==> config.mk <==
export PLATFORM = sky130hd
export DESIGN_NAME = top_level
export DESIGN_NICKNAME = d
export VERILOG_FILES = /design/src/rtl/top_level.sv
export SDC_FILE = /design/constraint.sdc
export NUM_CORES = 1
export LEC_CHECK = 0
export ABC_AREA = 0
export CAP_MARGIN = 20
export CORE_AREA = 2 2 39 41
export CTS_BUF_LIST = sky130_fd_sc_hd__clkbuf_8
export DETAILED_ROUTE_END_ITERATION = 8
export DIE_AREA = 0 0 41 43
export GPL_TIMING_DRIVEN = 1
export PLACE_DENSITY = 0.47
export SKIP_CTS_REPAIR_TIMING = 1
export SYNTH_ARGS = -nofsm -noshare
export SYNTH_HDL_FRONTEND = slang
export SYNTH_SLANG_ARGS = --single-unit
==> constraint.sdc <==
create_clock -name clk -period 2.7 [get_ports clk]
set_clock_uncertainty 0.2 [all_clocks]
set_input_delay 0.405 -clock clk [delete_from_list [all_inputs] [get_ports clk]]
set_output_delay 0.405 -clock clk [all_outputs]
set_load 0.1 [all_outputs]
==> src/rtl/top_level.sv <==
// -----------------------------------------------------------------------------
// top_level -- SECDED (extended Hamming 16,11) block decoder
//
// Purpose:
//   Reads fifteen 16-bit codewords from data memory (core[30..59], little
//   endian), decodes each one with single-error correction and double-error
//   detection, and writes fifteen 16-bit result words {flags, 3'b000, data}
//   back to core[0..29]. The job runs once after reset and then holds done.
//
// Ports:
//   clk    in  1  clock, all state updates on the rising edge
//   reset  in  1  synchronous active-high reset; restarts the decode job
//   done   out 1  high once all 15 words are written, held until reset
//
// Hierarchy:
//   dm1 (data_mem) holds core[0:255] x 8 bit, reachable as dm1.core[n] for
//   preload and readback.
// -----------------------------------------------------------------------------

// -----------------------------------------------------------------------------
// data_mem -- 256 x 8 byte memory, combinational read, synchronous write
//
// Ports:
//   clk    in  1  clock
//   we     in  1  write enable, one byte per rising edge
//   addr   in  8  shared read/write address
//   wdata  in  8  write data
//   rdata  out 8  combinational read data at addr
// -----------------------------------------------------------------------------
module data_mem (
    input  logic       clk,
    input  logic       we,
    input  logic [7:0] addr,
    input  logic [7:0] wdata,
    output logic [7:0] rdata
);

    logic [7:0] core [0:255];

    assign rdata = core[addr];

    // NOTE: the array has no reset branch on purpose: contents loaded before
    // reset must survive it, and a reset on an array would also stop it from
    // mapping onto RAM.
    always_ff @(posedge clk) begin
        if (we) begin
            core[addr] <= wdata;
        end
    end

endmodule

module top_level (
    input  logic clk,
    input  logic reset,
    output logic done
);

    typedef enum logic [2:0] {
        S_LOAD_LO  = 3'd0,
        S_LOAD_HI  = 3'd1,
        S_DECODE   = 3'd2,
        S_STORE_LO = 3'd3,
        S_STORE_HI = 3'd4,
        S_NEXT     = 3'd5,
        S_DONE     = 3'd6
    } state_t;

    localparam logic [3:0] LAST_WORD = 4'd14;
    localparam logic [7:0] IN_BASE   = 8'd30;

    state_t      state;
    state_t      next_state;

    logic [3:0]  idx;         // current word number 0..14
    logic [15:0] codeword;    // assembled input codeword
    logic [15:0] result;      // registered decoded output word
    logic [15:0] decoded;     // combinational decoder output

    logic        mem_we;
    logic [7:0]  mem_addr;
    logic [7:0]  mem_wdata;
    logic [7:0]  mem_rdata;
    logic [7:0]  word_offset;

    data_mem dm1 (
        .clk   (clk),
        .we    (mem_we),
        .addr  (mem_addr),
        .wdata (mem_wdata),
        .rdata (mem_rdata)
    );

    // -------------------------------------------------------------------------
    // FSM state register
    // -------------------------------------------------------------------------
    // NOTE: every clocked block uses non-blocking assignments so all registers
    // update together from pre-edge values; blocking '=' here would make the
    // result depend on statement order.
    always_ff @(posedge clk) begin
        if (reset) begin
            state <= S_LOAD_LO;
        end else begin
            state <= next_state;
        end
    end

    // -------------------------------------------------------------------------
    // FSM next-state logic
    // -------------------------------------------------------------------------
    // NOTE: each combinational block assigns its outputs a default before any
    // branching, so no path leaves a signal unassigned and no latch appears.
    always_comb begin
        next_state = state;
        unique case (state)
            S_LOAD_LO:  next_state = S_LOAD_HI;
            S_LOAD_HI:  next_state = S_DECODE;
            S_DECODE:   next_state = S_STORE_LO;
            S_STORE_LO: next_state = S_STORE_HI;
            S_STORE_HI: next_state = S_NEXT;
            S_NEXT:     next_state = (idx < LAST_WORD) ? S_LOAD_LO : S_DONE;
            S_DONE:     next_state = S_DONE;
            default:    next_state = S_LOAD_LO;
        endcase
    end

    // -------------------------------------------------------------------------
    // FSM outputs: memory address / write strobe / write data and done.
    // Writes and done are masked while reset is high so an aborted job never
    // writes and done reads low for the whole reset window.
    // -------------------------------------------------------------------------
    assign word_offset = {3'b000, idx, 1'b0};

    always_comb begin
        mem_we    = 1'b0;
        mem_addr  = 8'd0;
        mem_wdata = 8'd0;
        done      = 1'b0;
        unique case (state)
            S_LOAD_LO:  mem_addr = IN_BASE + word_offset;
            S_LOAD_HI:  mem_addr = IN_BASE + word_offset + 8'd1;
            S_STORE_LO: begin
                mem_addr  = word_offset;
                mem_wdata = result[7:0];
                mem_we    = !reset;
            end
            S_STORE_HI: begin
                mem_addr  = word_offset + 8'd1;
                mem_wdata = result[15:8];
                mem_we    = !reset;
            end
            S_DONE:     done = !reset;
            default:    ;
        endcase
    end

    // -------------------------------------------------------------------------
    // Datapath registers: codeword assembly, decoded result, word counter
    // -------------------------------------------------------------------------
    always_ff @(posedge clk) begin
        if (reset) begin
            idx <= 4'd0;
        end else begin
            unique case (state)
                S_LOAD_LO: codeword[7:0]  <= mem_rdata;
                S_LOAD_HI: codeword[15:8] <= mem_rdata;
                S_DECODE:  result         <= decoded;
                S_NEXT:    if (idx < LAST_WORD) idx <= idx + 4'd1;
                default:   ;
            endcase
        end
    end

    // -------------------------------------------------------------------------
    // SECDED decoder.
    // Syndrome is the XOR of the positions of all set bits; a single error
    // always flips overall parity, so parity=1 means "correct bit s" (s=0 is
    // the overall parity bit itself), while parity=0 with s!=0 is a double
    // error that is flagged but left uncorrected.
    // -------------------------------------------------------------------------
    always_comb begin
        logic [3:0]  syndrome;
        logic        parity;
        logic [15:0] corrected;
        logic [1:0]  flags;

        syndrome = 4'd0;
        for (int k = 1; k < 16; k++) begin
            if (codeword[k]) begin
                syndrome = syndrome ^ 4'(k);
            end
        end
        parity    = ^codeword;
        corrected = codeword;
        flags     = 2'b00;

        if (parity) begin
            corrected[syndrome] = ~codeword[syndrome];
            flags               = 2'b01;
        end else if (syndrome != 4'd0) begin
            flags = 2'b10;
        end

        // Data bits sit at positions 15:9 (d11..d5), 7:5 (d4..d2), 3 (d1).
        decoded = {flags, 3'b000, corrected[15:9], corrected[7:5], corrected[3]};
    end

endmodule

* Word-level counts from Yosys, hierarchy flattened
Cells that the tools add are included.
Operators by class: add/subtract/negate cells 1, muxes and demuxes 3, order comparisons 1, reduce and logical (&&, ||, !) cells 3, eq/ne operators 6
Operators with widths (number):
- $pmux 3 s7 | 1
- $eq 3x3->1 const B | 3
- $eq 3x2->1 const B | 2
- $add 4x1->4 const B | 1
- $lt 4x4->1 const B | 1
- $eq 3x1->1 const B | 1
- $logic_not 3->1 | 1
- $mux 3 | 1
- $reduce_and 2->1 | 1
- $logic_not 1->1 | 1
- $mux 1 | 1
Word-level totals: input bits 2, register bits after elaboration 7, logic and storage cells 16, output and inout bits 1

* Depth between registers and ports, before layout
Gate-level depths: netlist (run 1).
depth in word-level cells 3, mapped depth 4, gate-level depth less buffers 4

* Worst setup path after synthesis (run 1)
No wires, ideal clock.
path type input port to output port, start point in reset, end point out done, path buffers 1, arrival time 2.652 ns, slack -0.557 ns, stages on the path 2, cell sequence clkbuf_1 nor3_1
On the way: word-level cells in the longest chain between the ends 2
Ends and longest elaborated chain:
- start, declared | RTL line 55 | input logic reset,
- $logic_not 1->1 | RTL line 152 | S_DONE: done = !reset;
- $mux 1 | RTL line 139 | unique case (state)
- end, declared | RTL line 56 | output logic done
Every way passes these cells.

* Worst setup path after layout (run 1)
Same ends and word-level chain as after synthesis.

==> impl_summary.txt, run 1 <==
----------------------------------------------------
[Clocking]
  Number of buffers created by CTS ... 3
  H-tree levels ... 1
  Total number of clock tree sinks ... 7
  Maximum buffer depth of the clock tree ... 2
  Clock tree from TritonCTS ... yes
  Clock input transition at the sequential cells of the worst setup and hold paths ... 0.04 ns
  Insertion delay to the later sink of the worst-skew pair ... 0.23 ns
  Root buffer cell ... clkbuf_8

[Worst setup path]
  Chain of cells forming the critical path ... clkdlybuf4s50_1, nor3_2, buf_12
  Critical path launch point type ... input port
  Critical path's largest stage delay ... 0.57 ns
  Highest fanout seen on the critical path ... 8
  Crit path capture type ... output pin
  Cell type group with the largest total delay on the critical path ... buffers and inverters
  Critical path start-end classification ... input port to output pin
  WP data arrival ... 1.49 ns
  Slowest stage cell on the critical path ... clkdlybuf4s50_1
  Buffers plus inverters on the worst setup path ... 2
  Critical Path RT ... 2.10 ns

[Power and ir drop]
  Pwr Total ... 0.000270 W
  Power density over cell area ... 643 nW/µm²
  Max rail drop VDD ... 0.309 mV
  Static leakage ... 0.174 nW

[Global routing]
  Global router's overall resource usage ... 10.3%
  First-pass GRT wire length ... 1150 µm
  Initial antenna violation count ... 0
  Maximum number of pins on one net before global-route repair ... 9
  Via count of the first global-routing pass ... 290
  Remaining global-route overflow ... 0

[Floorplan]
  Core region area ... 1380 µm²
  Initial core utilization ... 23.4%
  Die Height ... 43 µm
  Die Span X ... 41 µm
  Overall die area ... 1760 µm²
  Boundary pin count ... 3
  Total number of placement rows ... 14

[Logic synthesis]
  Number of distinct library cell variants in the gate-level netlist after synthesis ... 22
  Ys Warns ... 0
  Post-synthesis async set-or-reset flop share ... 0%
  Flip-flop and latch count after synthesis ... 7
  Number of enable-type register cells in the synthesized netlist ... 0
  Prevailing post-synth register cell ... dfxtp_1
  Count of mapped cells out of synthesis ... 36
  Post-Syn Area per Cell ... 9.00 µm²
  Post-synthesis sequential area ratio ... 43.2%
  Synthesized cell area ... 324 µm²
  Synthesized netlist net count ... 39

[Flow run]
  Number of maximum-capacitance violations ... 0

[Timing]
  Pin slew with the least headroom to its limit ... 0.332 ns
  Count of final max-slew check failures ... 0
  Setup repair after global routing missed its margin ... false
  Final Hold Fails ... 0
  Setup violations, final ... 0
  Headroom to the max-slew limit ... 77.8%
  Min Hold Slack ... 0.272 ns
  Highest clock rate ... 0.478 GHz
  Final worst path period need ... 2.09 ns
  Final worst-path cycle share ... 77.5%
  Sum of negative setup slack ... 0 ns

[Detailed routing]
  Via count normalized by instance count ... 4.95
  DR iter-0 viols ... 6
  Count of unresolved DRC violations after routing ... 0
  Drt first pass iters ... 3
  Remaining number of nets flagged by the antenna check after routing ... 0
  Total wire length ... 660 µm
  WL per Instance ... 11.6 µm
  Routed vias ... 282

[Final layout]
  Final standard cell area without fillers ... 420 µm²
  Fraction of layout cells with a size suffix above 1 ... 14.6%
  Filler cell count in the final layout ... 147
  Fin nets ... 45
  Area added between synthesis and finish ... 29.7%
  Post-Layout Cell Count ... 57
  Final antenna diode count ... 0

[Worst hold path]
  Path type of the worst min-delay path ... register to register

[Run status]
  Result of the run ... finished, final reports clean

[Placement]
  Placer congestion estimate ... 0.564
  Dpl cell area ... 375 µm²
  Port Buf Inserts ... 2
  Estimated wirelength of the detail-placed design ... 474 µm
  Placed cells ... 53

----------------------------------------------------
-- placed cells by master, fill, tap and decap left out --
cell type        n
and3_1           1
buf_12           1
o41ai_1          1
clkbuf_8         3
o311ai_0         1
clkdlybuf4s50_1  1
nand3_1          2
ha_1             1
nand2_1          1
o21ai_0          2
a211oi_1         1
a21oi_1          3
or2b_1           1
nor2b_1          1
inv_1            4
nor3_2           1
nand3b_1         1
nand3b_4         1
nand2b_1         1
dfxtp_1          7
nor2_1           1
or3_1            1
a31oi_1          1
o21a_1           1
nor3_1           2
-- flip-flops by register name (all words and copies together) (netlist names) --
| register | flops |
|---|---|
| idx | 4 |
| state | 3 |
-- synth_stat cells (2+ instances only) --
library cell / instances / area [µm²]
inv_1: 3 / 11.3
nand3_1: 2 / 10.0
o21ai_0: 2 / 10.0
nor3_1: 3 / 15.0
dfxtp_1: 7 / 140
a21oi_1: 3 / 15.0
-- path summary, 6_finish.rpt --
path	to	cells after the start	slack, ns	start
setup / recovery	done	3	0.61	reset
hold / removal	idx[3]	1	0.27	idx[3]
setup reg to reg	idx[2]	3	1.31	state[0]
hold reg to reg	idx[3]	1	0.27	idx[3]
-- stage by stage --
stage | setup WS [ns] | util [%]
6_report | 0.608 | 30.4
5_1_grt | 0.557 | 30.4
4_1_cts | 0.596 | 30.4
3_5_place_dp | 0.617 | 27.1
3_3_place_gp | 0.654 | 27.1
2_1_floorplan | 0.310 | -
-- power breakdown --
group	switching, W	internal [W]
Combinational	0.00000611	0.00000704
Clock	0.0000448	0.0000982
Sequential	0.00000655	0.000107
Total	0.0000575	0.000213
-- cell families (layout without fill, tap and decap cells) --
group,Yosys count,in the layout,share of synthesized area (%)
AOI/OAI and AO/OA,10,10,19.7
and+or+nand+nor,14,14,28.6
buffers and inverters,4,9,4.63
DFF,7,7,43.2
adders and majority gates,1,1,3.86
-- worst register-to-register path: stages, from the launching register on --
cell	delay, ns
dfxtp_1	0.47
nand3b_4	0.14
o311ai_0	0.31
o41ai_1	0.14
-- metal layers --
layer  vias to the layer above  track usage [%]  wire length, µm
li1                        140                -                -
met1                       136             10.1              286
met2                         6             15.6              340
met3                         0             7.85               32
met4                         0             4.00                0
met5                         -                0                0
-- area by class of cell --
class	count	area (µm²)	share of cell area (%)
Timing Repair Buffer	2	30.0	7.14
Tap cell	16	20.0	4.76
Clock inverter	1	3.75	0.893
Sequential cell	7	140	33.3
Clock buffer	3	41.3	9.82
Multi-Input combinational cell	25	174	41.4
Inverter	3	11.3	2.68
Power figures use the tool's default switching activity.
==> inputs of run 2 (changes only) <==
PLACE_DENSITY = 0.49   (was 0.47)
clock period = 1.7 ns   (was 2.7 ns; I/O delays follow)
==> run 2 against run 1 <==
  * Die area did not move
  * Sequential share of layout area fell by 0.47 points
  * Clock-buffer cell count did not move
  * Flip-flop and latch count did not move
  * Cell count rose by 1.8%
  * Cell area rose by 5.1%
  * Critical path depth did not move
  * Register-to-register slack got worse by 1.0 ns
  * Critical endpoint unchanged
  * Largest cell class unchanged
==> impl_summary.txt, run 2 (synthesis results as in run 1) <==
----------------------------------------------------
[Floorplan]
  Die Height ... 43 µm
  Boundary pin count ... 3
  Die Span X ... 41 µm
  Overall die area ... 1760 µm²
  Initial core utilization ... 23.4%
  Total number of placement rows ... 14
  Core region area ... 1380 µm²

[Power and ir drop]
  Power density over cell area ... 978 nW/µm²
  Max rail drop VDD ... 0.353 mV
  Static leakage ... 0.183 nW

[Final layout]
  Final antenna diode count ... 0
  Filler cell count in the final layout ... 150
  Commonest non-fill, non-tap cells in the layout ... dfxtp_1 (5), inv_1 (4), a21oi_1 (3), clkbuf_8 (3)
  Biggest registers after layout ... idx: 4 flops, state: 3 flops
  Fraction of layout cells with a size suffix above 1 ... 23.8%
  Most frequent standard cell in the layout excluding fill and tap cells ... dfxtp_1
  Area added between synthesis and finish ... 36.3%
  Final standard cell area without fillers ... 442 µm²
  Flip-flop count of the largest register after layout ... 4
  Largest register by flop count ... idx
  Fin nets ... 46

[Detailed routing]
  WL per Instance ... 10.7 µm
  DR iter-0 viols ... 3
  Remaining number of nets flagged by the antenna check after routing ... 0
  Via count normalized by instance count ... 5.00
  Routed vias ... 290
  Count of unresolved DRC violations after routing ... 0
  Total wire length ... 619 µm
  Drt first pass iters ... 4

[Worst setup path]
  WP data arrival ... 1.15 ns
  Critical path's largest stage delay ... 0.47 ns
  Slowest stage cell on the critical path ... clkdlybuf4s50_1
  Highest fanout seen on the critical path ... 2
  Chain of cells forming the critical path ... clkdlybuf4s50_1, nor3_4, buf_12
  Critical path start-end classification ... input port to output pin
  Flop-to-flop setup slack ... 0.29 ns
  Critical Path RT ... 1.24 ns
  Logic depth of the worst register-to-register path ... 3
  Crit path capture type ... output pin
  Critical path launch point type ... input port
  Worst R2R Start ... state[0]
  Capture instance of the worst register-to-register path ... idx[2]

[Clocking]
  Insertion delay to the later sink of the worst-skew pair ... 0.23 ns
  Clock input transition at the sequential cells of the worst setup and hold paths ... 0.04 ns
  Root buffer cell ... clkbuf_8
  Total number of clock tree sinks ... 7
  Number of buffers created by CTS ... 3
  Maximum buffer depth of the clock tree ... 2
  H-tree levels ... 1
  Clock tree from TritonCTS ... yes

[Run status]
  Result of the run ... finished, final reports clean

[Worst hold path]
  Worst min-delay path startpoint ... idx[3]
  Worst hold path stage count ... 1
  Capture endpoint of the worst hold path ... idx[3]
  Path type of the worst min-delay path ... register to register

[Global routing]
  First-pass GRT wire length ... 1150 µm
  Global router's overall resource usage ... 10.5%
  Remaining global-route overflow ... 0
  Initial antenna violation count ... 0
  Maximum number of pins on one net before global-route repair ... 8
  Via count of the first global-routing pass ... 300

[Placement]
  Port Buf Inserts ... 2
  Dpl cell area ... 397 µm²
  Estimated wirelength of the detail-placed design ... 476 µm
  Placer congestion estimate ... 0.661
  Worst slack, placed ... 0.0950 ns

[Timing]
  Pin slew with the least headroom to its limit ... 0.302 ns
  Final worst path period need ... 1.60 ns
  Highest clock rate ... 0.624 GHz
  Setup repair after global routing missed its margin ... false
  Count of final max-slew check failures ... 0
  Final Hold Fails ... 0
  Final worst slack ... 0.0973 ns
  Final worst-path cycle share ... 94.3%
  Sum of negative setup slack ... 0 ns
  Headroom to the max-slew limit ... 79.6%
  Setup violations, final ... 0

[Flow run]
  Number of maximum-capacitance violations ... 0

----------------------------------------------------
-- run 2: cell count changes in the layout (fill, tap and decap cells not counted) --
cell     change
nand2_2      +1
nor3_2       -1
dfxtp_1      -2
nor3_4       +1
buf_4        +1
nand2_1      -1
dfxtp_4      +1
dfxtp_2      +1
-- run 2: worst max path at each step --
| stage | to | cells past startpoint | startpoint |
|---|---|---|---|
| 2_1_floorplan | done | 2 | state[2] |
| 3_3_place_gp | done | 3 | reset |
| 3_5_place_dp | idx[2] | 5 | reset |
| 4_1_cts | done | 3 | reset |
| 5_1_grt | done | 3 | reset |
| 6_report | done | 3 | reset |
-- run 2: power by group --
part | internal, W | switching (W) | leakage, nW
Sequential | 0.000170 | 0.0000111 | 0.0581
Combinational | 0.0000130 | 0.0000108 | 0.0978
Clock | 0.000156 | 0.0000709 | 0.0269
Total | 0.000339 | 0.0000927 | 0.183
-- run 2: layer usage --
layer	global-route usage (%)	vias up	routed length, µm
li1	-	143	-
met1	10.4	139	246
met2	13.4	5	323
met3	3.66	3	19
met4	14.7	0	28
met5	0	-	0
-- run 2: through the flow --
step           instances  hold WS (ns)  utilization, %  total power [W]
2_1_floorplan         36         0.233               -         0.000199
3_3_place_gp          54         0.244            28.7         0.000206
3_5_place_dp          54         0.270            28.7         0.000208
4_1_cts               58         0.279            31.9         0.000438
5_1_grt               58         0.298            31.9         0.000453
6_report              58         0.266            31.9         0.000432
-- run 2: critical path: cells and delay by family --
kind                   cells  cell delay (ns)
and+or+nand+nor            1             0.22
buffers and inverters      2             0.67
-- run 2: final cells by class --
| class | count | area (µm²) | share of cell area [%] |
|---|---|---|---|
| Clock buffer | 3 | 41.3 | 9.35 |
| Sequential cell | 7 | 145 | 32.9 |
| Inverter | 3 | 11.3 | 2.55 |
| Multi-Input combinational cell | 25 | 183 | 41.4 |
| Timing Repair Buffer | 3 | 37.5 | 8.50 |
| Tap cell | 16 | 20.0 | 4.53 |
| Clock inverter | 1 | 3.75 | 0.850 |
==> inputs of run 3 (changes only) <==
CTS_CLUSTER_SIZE = 20   (was unset)
SKIP_LAST_GASP = 1   (was unset)
==> results of run 3 <==
Final layout, timing and power as in run 2 (identical DEF).
